File: src/rtl/chaos_uart_tx.sv
// 8N1 UART transmitter with a byte FIFO for the chaos automaton user project.
// Optional even-parity bit (8E1) when CHAOS_UART_TX_PARITY_EN is defined.
module chaos_uart_tx #(
  parameter int unsigned FIFO_DEPTH = 8,
  parameter int unsigned DIV_WIDTH  = 16
) (
  input  logic                          clock,
  input  logic                          resetn,
  input  logic                          enable,
  input  logic [DIV_WIDTH-1:0]          divisor,
  input  logic [7:0]                    data_in,
  input  logic                          data_valid,
  output logic                          data_ready,
  output logic                          tx,
  output logic                          busy,
  output logic [$clog2(FIFO_DEPTH):0]   fifo_count
);

  localparam int unsigned PW = $clog2(FIFO_DEPTH);
  localparam int unsigned CW = PW + 1;

`ifdef CHAOS_UART_TX_PARITY_EN
  typedef enum logic [2:0] {S_IDLE, S_START, S_DATA, S_PARITY, S_STOP} state_e;
`else
  typedef enum logic [2:0] {S_IDLE, S_START, S_DATA, S_STOP} state_e;
`endif

  state_e               state_q, state_d;
  logic                 tx_q, tx_d;
  logic [7:0]           shift_q, shift_d;
  logic [DIV_WIDTH-1:0] baud_q, baud_d;
  logic [DIV_WIDTH-1:0] div_q, div_d;
  logic [2:0]           bit_q, bit_d;
  logic [PW-1:0]        wr_ptr_q, wr_ptr_d;
  logic [PW-1:0]        rd_ptr_q, rd_ptr_d;
  logic [CW-1:0]        count_q, count_d;
`ifdef CHAOS_UART_TX_PARITY_EN
  logic                 parity_q, parity_d;
`endif

  logic [7:0]           mem_q [FIFO_DEPTH];
  logic [DIV_WIDTH-1:0] eff_div;
  logic                 fifo_full;
  logic                 push;
  logic                 pop;

  assign eff_div   = (divisor < DIV_WIDTH'(2)) ? DIV_WIDTH'(2) : divisor;
  assign fifo_full = (count_q == CW'(FIFO_DEPTH));
  // Push is qualified by the registered count only, so a full FIFO refuses even during a pop.
  assign push      = data_valid & ~fifo_full;
  assign pop       = (state_q == S_IDLE) & enable & (count_q != '0);

  assign data_ready = ~fifo_full;
  assign tx         = tx_q;
  assign busy       = (state_q != S_IDLE) | (count_q != '0);
  assign fifo_count = count_q;

  always_comb begin
    state_d  = state_q;
    tx_d     = tx_q;
    shift_d  = shift_q;
    baud_d   = baud_q;
    div_d    = div_q;
    bit_d    = bit_q;
`ifdef CHAOS_UART_TX_PARITY_EN
    parity_d = parity_q;
`endif
    wr_ptr_d = push ? wr_ptr_q + PW'(1) : wr_ptr_q;
    rd_ptr_d = pop  ? rd_ptr_q + PW'(1) : rd_ptr_q;
    count_d  = count_q;
    if (push && !pop) begin
      count_d = count_q + CW'(1);
    end else if (pop && !push) begin
      count_d = count_q - CW'(1);
    end

    unique case (state_q)
      S_IDLE: begin
        tx_d = 1'b1;
        if (pop) begin
          shift_d  = mem_q[rd_ptr_q];
          div_d    = eff_div;
          baud_d   = eff_div - DIV_WIDTH'(1);
`ifdef CHAOS_UART_TX_PARITY_EN
          parity_d = ^mem_q[rd_ptr_q];
`endif
          tx_d     = 1'b0;
          state_d  = S_START;
        end
      end
      S_START: begin
        if (baud_q == '0) begin
          baud_d  = div_q - DIV_WIDTH'(1);
          bit_d   = '0;
          tx_d    = shift_q[0];
          state_d = S_DATA;
        end else begin
          baud_d = baud_q - DIV_WIDTH'(1);
        end
      end
      S_DATA: begin
        if (baud_q == '0) begin
          baud_d = div_q - DIV_WIDTH'(1);
          if (bit_q == 3'd7) begin
`ifdef CHAOS_UART_TX_PARITY_EN
            tx_d    = parity_q;
            state_d = S_PARITY;
`else
            tx_d    = 1'b1;
            state_d = S_STOP;
`endif
          end else begin
            bit_d   = bit_q + 3'd1;
            shift_d = shift_q >> 1;
            tx_d    = shift_q[1];
          end
        end else begin
          baud_d = baud_q - DIV_WIDTH'(1);
        end
      end
`ifdef CHAOS_UART_TX_PARITY_EN
      S_PARITY: begin
        if (baud_q == '0) begin
          baud_d  = div_q - DIV_WIDTH'(1);
          tx_d    = 1'b1;
          state_d = S_STOP;
        end else begin
          baud_d = baud_q - DIV_WIDTH'(1);
        end
      end
`endif
      S_STOP: begin
        tx_d = 1'b1;
        if (baud_q == '0) begin
          state_d = S_IDLE;
        end else begin
          baud_d = baud_q - DIV_WIDTH'(1);
        end
      end
      default: begin
        tx_d    = 1'b1;
        state_d = S_IDLE;
      end
    endcase
  end

  always_ff @(posedge clock or negedge resetn) begin
    if (!resetn) begin
      state_q  <= S_IDLE;
      tx_q     <= 1'b1;
      shift_q  <= '0;
      baud_q   <= '0;
      div_q    <= '0;
      bit_q    <= '0;
      wr_ptr_q <= '0;
      rd_ptr_q <= '0;
      count_q  <= '0;
`ifdef CHAOS_UART_TX_PARITY_EN
      parity_q <= 1'b0;
`endif
    end else begin
      state_q  <= state_d;
      tx_q     <= tx_d;
      shift_q  <= shift_d;
      baud_q   <= baud_d;
      div_q    <= div_d;
      bit_q    <= bit_d;
      wr_ptr_q <= wr_ptr_d;
      rd_ptr_q <= rd_ptr_d;
      count_q  <= count_d;
`ifdef CHAOS_UART_TX_PARITY_EN
      parity_q <= parity_d;
`endif
    end
  end

  always_ff @(posedge clock) begin
    if (push) begin
      mem_q[wr_ptr_q] <= data_in;
    end
  end

endmodule

File: config.mk
export PLATFORM = sky130hd
export DESIGN_NAME = chaos_uart_tx
export DESIGN_NICKNAME = d
export VERILOG_FILES = /design/src/rtl/chaos_uart_tx.sv
export SDC_FILE = /design/constraint.sdc
export NUM_CORES = 1
export LEC_CHECK = 0
export CELL_PAD_IN_SITES_DETAIL_PLACEMENT = 2
export CELL_PAD_IN_SITES_GLOBAL_PLACEMENT = 2
export CORE_UTILIZATION = 44
export DETAILED_ROUTE_END_ITERATION = 10
export DONT_BUFFER_PORTS = 1
export PLACE_DENSITY = 0.88
export RECOVER_POWER = 50
export SETUP_SLACK_MARGIN = 0.4
export SYNTH_ARGS = -nofsm -noshare
export SYNTH_HDL_FRONTEND = slang
export SYNTH_SLANG_ARGS = --single-unit
File: constraint.sdc
create_clock -name clock -period 3.7 [get_ports clock]
set_clock_uncertainty 0.2 [all_clocks]
set_input_delay 0.555 -clock clock [delete_from_list [all_inputs] [get_ports clock]]
set_output_delay 0.555 -clock clock [all_outputs]
set_load 0.005 [all_outputs]
Word-level counts from Yosys, hierarchy flattened. Memory sizes are Yosys's and may differ from the RTL's. Index checks and enable logic that the tools add are counted.

$add $sub $neg: 8. $lt $le $gt $ge: 1. Equality and inequality tests: 12. Muxes and demuxes: 27. Bitwise logic cells: 5. Reductions and logical operators: 19.

Operator list (count): 16-bit two-way mux (4); 16-bit one-hot mux with 3 select lines (1); 16-bit by 1-bit subtractor with 16-bit output, second input constant (3); 8-bit two-way mux (3); 3-bit two-way mux (7); 16-bit logical NOT (1); 16-bit by 2-bit less-than comparator with 1-bit output, second input constant (1); 8-bit one-hot mux with 2 select lines (1); 2-bit inequality test, second input constant (7); 3-bit one-hot mux with 4 select lines (1); 3-bit by 1-bit adder with 3-bit output, second input constant (3); 4-bit two-way mux (2); 4-bit AND reduction (2); 3-bit by 2-bit == test with 1-bit output, second input constant (2); 1-bit two-way mux (6); 3-bit one-hot mux with 2 select lines (1); 2-bit nonzero test (3); 3-bit nonzero test (2); 5-bit AND reduction (1); 4-bit by 1-bit adder with 4-bit output, second input constant (1); 4-bit == test, second input constant (1); 2-bit AND reduction (2); 4-bit nonzero test (1); 4-bit by 1-bit subtractor with 4-bit output, second input constant (1); other kinds (11) (15).

Register bits after elaboration: 57. Bits in writable memories: 64. Output and inout port bits: 7. Memories: 1.

Memory list: mem_q (words 8, bits a word 8, read ports 1, clocked after memory_dff 0, write ports 1, RTL line 41) `logic [7:0] mem_q [FIFO_DEPTH];`.

Depth between registers and ports, before layout. Gate-level depths: netlist (run 1).

Depth after elaboration: 7. Mapped depth: 13. Depth with buffers taken out: 12.

Worst setup path after synthesis (run 1). No wires, ideal clock.

Kind: input to register. Start: input divisor[10]. End: register baud_q[10]. Setup time: 96 ps. Data arrival time: 3413 ps. Path slack: -9 ps. Stages on the path: 10. Buffers on the path: 0. Cell sequence: or4_1 > nor3_2 > and3_1 > nand2b_1 > ha_1 > or3b_2 > or3_1 > nor4b_1 > xnor2_1 > a311oi_2.

Longest elaborated chain between the ends: 5.

Ends and longest elaborated chain: start, declared (RTL line 10) `input logic [DIV_WIDTH-1:0] divisor,`; 16-bit by 2-bit less-than comparator with 1-bit output (RTL line 47) `assign eff_div = (divisor < DIV_WIDTH'(2)) ? DIV_WIDTH'(2) : divisor;`; 16-bit two-way mux (*) (RTL line 47); 16-bit by 1-bit subtractor with 16-bit output (*) (RTL line 83) `baud_d = eff_div - DIV_WIDTH'(1);`; 16-bit two-way mux (*) (RTL line 80) `if (pop) begin`; 16-bit one-hot mux with 3 select lines (*) (RTL line 77) `unique case (state_q)`; end signal, assigned (RTL line 165) `baud_q <= baud_d;`; end, declared (RTL line 31) `logic [DIV_WIDTH-1:0] baud_q, baud_d;`.

Mark *: on every way between the ends. The rest lies on a longest branch, timed or not. The select of a mux whose other input is x is not followed. A chain may end at the register's enable or synchronous reset.

Worst setup path after layout (run 1).
Start: register count_q[1], in the netlist fifo_count[1]. End: register count_q[3], in the netlist fifo_count[3].

Longest elaborated chain between the ends: 6. Elaborated cells between the ends (all ways): 14. Classes of those cells: add/sub (2); eq/ne (1); mux (2); bitwise (3); reduce/logical (6).

Ends and longest elaborated chain: start, declared (RTL line 36) `logic [CW-1:0] count_q, count_d;`; start signal, assigned (RTL line 170) `count_q <= count_d;`; 4-bit == test (*) (RTL line 48) `assign fifo_full = (count_q == CW'(FIFO_DEPTH));`; 1-bit NOT (*); via data_ready (RTL line 13) `output logic data_ready,`; 1-bit bitwise AND (*) (RTL line 50) `assign push = data_valid & ~fifo_full;`; via push (RTL line 44) `logic push;`; 1-bit logical NOT (RTL line 73) `end else if (pop && !push) begin`; 1-bit logical AND (RTL line 73); 2-bit nonzero test (no line).

The timed path passes the listed nets; every way through them passes the cells marked *. The select of a mux whose other input is x is not followed.

==> metrics.md, run 1 <==
| Metric | Value |
|---|---|
| Status | `finished with violations` |
| Violated checks | `hold timing, capacitance limit, slew limit` |
| Async set-or-reset flop fraction in the synthesized netlist | `0.4667` |
| I/O Buffers | `0` |
| Placed Area | `6651 um2` |
| First-pass GRT wire length | `42000 um` |
| Nets | `587` |
| Die H | `122.0 um` |
| CP endpoint kind | `register` |
| Hold slack final | `-0.004544 ns` |
| Number of global-route vias before repair | `5939` |
| Final setup TNS | `0 ns` |
| Ports | `35` |
| HPWL Detailed | `15130 um` |
| Setup violators final | `0` |
| Starting Density | `0.4545` |
| Slew Limit Fails | `57` |
| Routability congestion estimate | `0.8807` |
| Vias per cell | `7.562` |
| Mean area per synthesized cell | `12.11 um2` |
| Post-layout min period | `3.682 ns` |
| Detailed-route via count | `5573` |
| Area contributors post-synth | `edfxtp_1, dfrtp_1, mux4_2` |
| DR WL/cell | `41.15 um` |
| Initial DRC count | `610` |
| Hold Path Class | `input port to register` |
| Slew headroom | `-0.1232` |
| Worst reg-to-reg path cell count | `12` |
| Final ANT Viol Nets | `0` |
| Setup repair after global routing missed its margin | `yes` |
| Crit-path max cell delay | `0.53 ns` |
| WP data arrival | `3.84 ns` |
| Commonest non-fill, non-tap cells in the layout | `edfxtp_1, dfrtp_1, nand2_1` |
| Die Wd | `122.0 um` |
| Root buf cell | `clkbuf_16` |
| Drt drc | `0` |
| CP startpoint kind | `register` |
| Synthesized area | `6334 um2` |
| Synth unique cells | `67` |
| Post-synth net total | `567` |
| YS warnings | `0` |
| Area leader, netlist | `edfxtp_1` |
| Max_cap viols | `1` |
| Share of layout cells above drive strength 1 | `0.2302` |
| Yosys reg bits | `120` |
| Pin count of the biggest net entering global routing | `57` |
| Most used DFF post-synth | `edfxtp_1` |
| CP Max Fanout | `6` |
| Area Overhead vs Synth | `15.59%` |
| Leak | `2.801 nW` |
| WHS Path Cells | `0` |
| Fillers | `1282` |
| Levels on crit path | `12` |
| TritonCTS clock tree | `yes` |
| Worst reg2reg setup slack | `0.02 ns` |
| GR Overflow Total | `0` |
| Count of flip-flops with a built-in enable after synthesis | `64` |
| Final-report hold violation count | `13` |
| Fraction of the cycle the final worst path needs | `0.9952` |
| Power Density | `555.8 nW/um2` |
| Synth top area share | `0.3034` |
| Required time worst endpoint | `3.86 ns` |
| CP top delay family | `simple AND/OR/NAND/NOR gates` |
| Critical-path cell list | `nor3_4 > nand2_1 > nand2_2 > inv_1 > ha_1 > inv_1 > ha_1 > a21o_1 > a21oi_1 > xnor2_1 > nor2_1 > xor2_1` |
| Mapped Cells | `523` |
| WP buf/inv | `2` |
| Initial antenna violation count | `1` |
| Worst-Margin Slew | `1.685 ns` |
| Maximum clock frequency | `271.6 MHz` |
| Gr usage total | `0.4115` |
| Clock sinks | `120` |
| Final wirelength | `30330 um` |
| Setup CP Type | `register to register` |
| H-tree depth | `4` |
| Worst path slowest cell | `dfrtp_1` |
| First drt pass iteration count | `5` |
| Design area | `7321 um2` |
| Clock Latency Late Sink | `0.45 ns` |
| CTS buffer count | `17` |
| CTS Buffer Depth | `2` |
| Most common cell after layout, fill and taps aside | `edfxtp_1` |
| Seq/Total Area, Yosys | `0.5249` |
| Peak VDD IR | `0.6198 mV` |
| Fin cells | `737` |
| Floorplan Core Area | `13930 um2` |
| Reg clk slew, reported paths | `0.07 ns` |
| Rows | `43` |
| Die ar. | `14880 um2` |
| Placed insts | `699` |
==> cell type report <==
type / count / area [um2] / area share
Antenna cell: 1 / 2.502 / 0.0003418
Timing Repair Buffer: 24 / 182.7 / 0.02495
Clock inverter: 14 / 163.9 / 0.02239
Clock buffer: 18 / 429.2 / 0.05862
Sequential cell: 120 / 3324 / 0.4541
Inverter: 12 / 45.04 / 0.006153
Tap cell: 180 / 225.2 / 0.03076
Multi-Input combinational cell: 368 / 2948 / 0.4027
==> through the flow <==
stage | power [mW] | setup WS, ns | utilization
6_report | 4.069 | 0.01770 | 0.5254
5_1_grt | 4.095 | 0.08140 | 0.5252
4_1_cts | 3.878 | 0.4583 | 0.5243
3_5_place_dp | 2.082 | 0.1048 | 0.4773
3_3_place_gp | 2.008 | 0.1857 | 0.4773
2_1_floorplan | 1.906 | 0.1895 | -
==> layer usage <==
layer | GRT usage | up-vias | part of all wire
li1 | - | 2043 | -
met1 | 0.4839 | 2800 | 0.35
met2 | 0.6451 | 530 | 0.46
met3 | 0.1110 | 200 | 0.10
met4 | 0.3056 | 0 | 0.086
met5 | 0 | - | 0
==> synth_stat cells, types with 10 or more instances <==
library cell	number
edfxtp_1	64
nor2_1	26
a21oi_1	18
or3_1	11
nor4_1	11
nand3_1	11
nand2_1	41
xnor2_1	25
mux2i_1	10
mux4_2	16
xor2_1	12
clkbuf_1	14
mux2_2	24
o21ai_0	29
ha_1	15
dfrtp_1	55
nor3_1	17
inv_1	12
==> cell families after synthesis <==
logic type / after synthesis / share of synthesized area
and+or+nand+nor: 159 / 0.1355
DFF: 120 / 0.5249
AOI/OAI and AO/OA: 105 / 0.1134
muxes: 51 / 0.1171
xor gates and xnor gates: 37 / 0.05117
buffers and inverters: 35 / 0.02509
adders and majority gates: 16 / 0.03279
==> report_power, final <==
group / leakage (nW) / switching, mW / total, mW / internal (mW)
clock network: 0.280 / 0.785 / 1.80 / 1.01
registers: 1.33 / 0.180 / 1.74 / 1.56
logic: 1.19 / 0.344 / 0.532 / 0.188
total: 2.80 / 1.31 / 4.07 / 2.76
==> path summary, 6_finish.rpt <==
| path | from | end |
|---|---|---|
| worst max-delay path | fifo_count[1] | fifo_count[3] |
| worst max register to register | fifo_count[1] | fifo_count[3] |
| worst min register to register | shift_q[0] | shift_q[0] |
| worst min-delay path | data_in[6] | mem_q[2][6] |
| min in group asynchronous | resetn | wr_ptr_q[0] |
| max in group asynchronous | resetn | baud_q[4] |
==> worst reg2reg max path, delay by kind of cell, from the launching register on <==
kind / cells / cell delay [ns]
AOI/OAI and AO/OA: 2 / 0.56
adders and majority gates: 2 / 0.54
and+or+nand+nor: 4 / 1.05
buffers and inverters: 2 / 0.31
xor gates and xnor gates: 2 / 0.40
DFF: 1 / 0.53
==> flip-flops by register name, summed over array words and instances, names as in the netlist <==
signal and flops:
baud_q 16, bit_q 3, div_q 16, fifo_count 4, mem_q 64, rd_ptr_q 3, shift_q 8, state_q 2
tx 1, wr_ptr_q 3
==> timing repair <==
action	4_1_cts	5_1_grt
endpoints found under the setup margin	1	5
endpoints found under the hold margin	59	0
hold buffers	3	0
setup buffers	0	2
gates resized for setup	3	4
pin swaps	0	2
(Power assumes the default switching activity.)
==> run 2: changes to the inputs <==
--- a/config.mk
+++ b/config.mk
@@ -5,11 +5,14 @@
 export SDC_FILE = /design/constraint.sdc
 export NUM_CORES = 1
 export LEC_CHECK = 0
+export ABC_CLOCK_PERIOD_IN_PS = 3700
 export CELL_PAD_IN_SITES_DETAIL_PLACEMENT = 2
 export CELL_PAD_IN_SITES_GLOBAL_PLACEMENT = 2
+export CORE_ASPECT_RATIO = 1.2
 export CORE_UTILIZATION = 44
 export DETAILED_ROUTE_END_ITERATION = 10
 export DONT_BUFFER_PORTS = 1
+export MAX_ROUTING_LAYER = met4
 export PLACE_DENSITY = 0.88
 export RECOVER_POWER = 50
 export SETUP_SLACK_MARGIN = 0.4
==> run 2 against run 1 <==
The flow finishes with violations (capacitance limit, slew limit). Critical path depth shrank 1. Maximum frequency grew 11%. Clock power shrank 3%. Combinational power shrank 11%. First-iteration DRC count shrank 14%. Final area grew 0.48%. Via count shrank 6.4%. Largest cell class unchanged. Largest power group unchanged.
==> metrics.md, run 2 (same netlist as run 1, synthesis figures left out) <==
| Metric | Value |
|---|---|
| Status | `finished with violations` |
| CTS Buffer Depth | `2 (unchanged)` |
| Detailed-route via count | `5219 (-6.4%)` |
| Max reg flops | `64 (unchanged)` |
| Violated checks | `capacitance limit, slew limit` |
| Initial antenna violation count | `0 (-1)` |
| Setup CP Type | `input port to register` |
| Placed insts | `690 (-1.3%)` |
| Required time worst endpoint | `3.81 ns (-0.05 ns)` |
| First drt pass iteration count | `4 (-1)` |
| Nets | `592 (+0.85%)` |
| DR WL/cell | `37.05 um (-10%)` |
| Commonest non-fill, non-tap cells in the layout | `edfxtp_1, dfrtp_1, nand2_1` |
| Floorplan Core Area | `13940 um2 (about the same)` |
| Worst-Margin Slew | `1.584 ns (-0.1009 ns)` |
| Clock power share | `0.445 (+0.004)` |
| H-tree depth | `4 (unchanged)` |
| Slew Limit Fails | `57 (unchanged)` |
| Area Overhead vs Synth | `16.14%` |
| Die Wd | `111.5 um (-8.6%)` |
| NetSw | `1.291 mW (-1.4%)` |
| Antenna Cells | `0 (-1)` |
| Fin cells | `732 (-0.68%)` |
| I/O Buffers | `0 (unchanged)` |
| Grt met1 use | `0.4409 (-0.04298)` |
| GR Util met3 | `0.08644 (-0.02451)` |
| Largest reg by FF count | `mem_q` |
| Fraction of the cycle the final worst path needs | `0.8996 (-0.09557)` |
| Starting Density | `0.4544 (about the same)` |
| Root buf cell | `clkbuf_16` |
| CP endpoint kind | `register` |
| GR Overflow Total | `0 (unchanged)` |
| Reg clk slew, reported paths | `0.07 ns (about the same)` |
| Crit-path max cell delay | `0.57 ns (+0.04 ns)` |
| Final wirelength | `27120 um (-11%)` |
| Clock Latency Late Sink | `0.44 ns (about the same)` |
| Maximum clock frequency | `300.4 MHz (+11%)` |
| Routability congestion estimate | `0.8907 (+1.1%)` |
| Sequential power share | `0.435 (+0.007)` |
| Final setup TNS | `0 ns (unchanged)` |
| Final ANT Viol Nets | `0 (unchanged)` |
| First-pass GRT wire length | `40240 um (-4.2%)` |
| Setup violators final | `0 (unchanged)` |
| Clock sinks | `120 (unchanged)` |
| Final Core Density | `0.5278 (+0.002419)` |
| Drt drc | `0 (unchanged)` |
| Post-layout min period | `3.329 ns (-0.3536 ns)` |
| HPWL Detailed | `14030 um (-7.3%)` |
| M2 GR Usage | `0.6514 (+0.006262)` |
| Pin count of the biggest net entering global routing | `57 (unchanged)` |
| Worst path slowest cell | `or4_4` |
| Gate power share | `0.120 (-0.011)` |
| WP data arrival | `3.44 ns (-0.40 ns)` |
| CP startpoint kind | `input port` |
| Peak VDD IR | `0.4323 mV (-30%)` |
| Hold Path Class | `input port to register` |
| Die ar. | `14880 um2 (about the same)` |
| Max_cap viols | `1 (unchanged)` |
| Initial DRC count | `524 (-14%)` |
| Critical-path cell list | `or4_4 > nor3_4 > and3_4 > nand2b_4 > ha_4 > or3b_4 > nor4_1 > xor2_1 > and3_1 > a21oi_1 > o21ai_1` |
| Sw Share | `0.3274 (+0.005505)` |
| Power Density | `536.0 nW/um2 (-3.6%)` |
| Rows | `47 (+9.3%)` |
| Share of layout cells above drive strength 1 | `0.2228 (-0.007399)` |
| Die H | `133.4 um (+9.4%)` |
| Final-report hold violation count | `0 (-13)` |
| Vias per cell | `7.130 (-5.7%)` |
| Regs by FF count | `mem_q x64, baud_q x16, div_q x16` |
| Ports | `35 (unchanged)` |
| Gr usage total | `0.3959 (-0.01557)` |
| CTS buffer count | `17 (unchanged)` |
| Post-CTS Setup Bufs | `0 (unchanged)` |
| Number of global-route vias before repair | `5769 (-2.9%)` |
| TritonCTS clock tree | `yes` |
| Setup repair after global routing missed its margin | `yes` |
| Power Internal | `2.652 mW (-3.9%)` |
| GRT Max-Usage Layer | `met2` |
| Slew headroom | `-0.05594 (+0.06728)` |
| CP Max Fanout | `5 (-1)` |
| Most common cell after layout, fill and taps aside | `edfxtp_1` |
| Leak | `2.835 nW (+1.2%)` |
==> run 2: cell count changes in the layout (fill, tap and decap cells not counted), moves of 2 or more <==
cell	before	now
bufinv_16	2	0
clkinv_4	3	1
clkinv_8	0	3
buf_4	21	19
inv_8	1	6
clkinvlp_4	3	0
dlygate4sd3_1	2	9
==> run 2: critical path, delay by kind of cell <==
| family | cells | cell delay [ns] |
|---|---|---|
| AOI/OAI and AO/OA | 2 | 0.25 |
| xor gates and xnor gates | 1 | 0.16 |
| and+or+nand+nor | 7 | 2.31 |
| adders and majority gates | 1 | 0.17 |
==> run 2: per-stage QoR <==
step	total power [mW]	worst slack [ns]	hold WS (ns)	instance area, um2
final	3.943	0.3713	0.01258	7356
after global routing	4.008	0.3854	0.01208	7356
after CTS	3.879	0.4348	0.002563	7356
after detailed placement	2.076	0.05568	0.06019	6634
after global placement	2.010	0.1902	0.06073	6634
after floorplan	1.906	0.1895	0.05941	6391
==> run 2: power by group through the flow <==
| stage | clock network, mW | registers (mW) | logic (mW) |
|---|---|---|---|
| 6_report | 1.75 | 1.72 | 0.473 |
| 5_1_grt | 1.79 | 1.72 | 0.492 |
| 4_1_cts | 1.74 | 1.69 | 0.452 |
| 3_5_place_dp | 0 | 1.70 | 0.373 |
| 3_3_place_gp | 0 | 1.68 | 0.333 |
| 2_1_floorplan | 0 | 1.65 | 0.256 |
==> run 2: layout make-up <==
| cell class | instances | area [um2] |
|---|---|---|
| multi-input cells | 368 | 2940 |
| well taps | 171 | 214.0 |
| repair buffers | 29 | 237.7 |
| flip-flops and latches | 120 | 3324 |
| clock inverters | 15 | 168.9 |
| clock buffers | 17 | 425.4 |
| inverters | 12 | 45.04 |
| fillers | 1256 | 6581 |
==> run 2: path summary, 6_finish.rpt <==
kind	start	endpoint	slack [ns]	cells past startpoint
min reg2reg	shift_q[5]	shift_q[5]	0.35	1
min in group asynchronous	resetn	wr_ptr_q[2]	0.94	2
max reg2reg	baud_q[10]	baud_q[14]	0.49	6
max in group asynchronous	resetn	shift_q[3]	1.40	2
min	data_in[7]	mem_q[0][7]	0.01	0
max	divisor[7]	baud_q[12]	0.37	11
==> run 2: timing repair <==
item | in CTS | in global routing
hold buffers | 10 | 0
endpoints found under the hold margin | 118 | 0
gates resized for setup | 2 | 4
pin swaps | 2 | 3
setup endpoints to repair | 2 | 3
==> run 2: layer usage <==
metal,vias to the layer above,share of wire
met2,325,0.50
met4,0,0.065
met1,2698,0.36
li1,2051,-
met3,145,0.076
met5,-,0
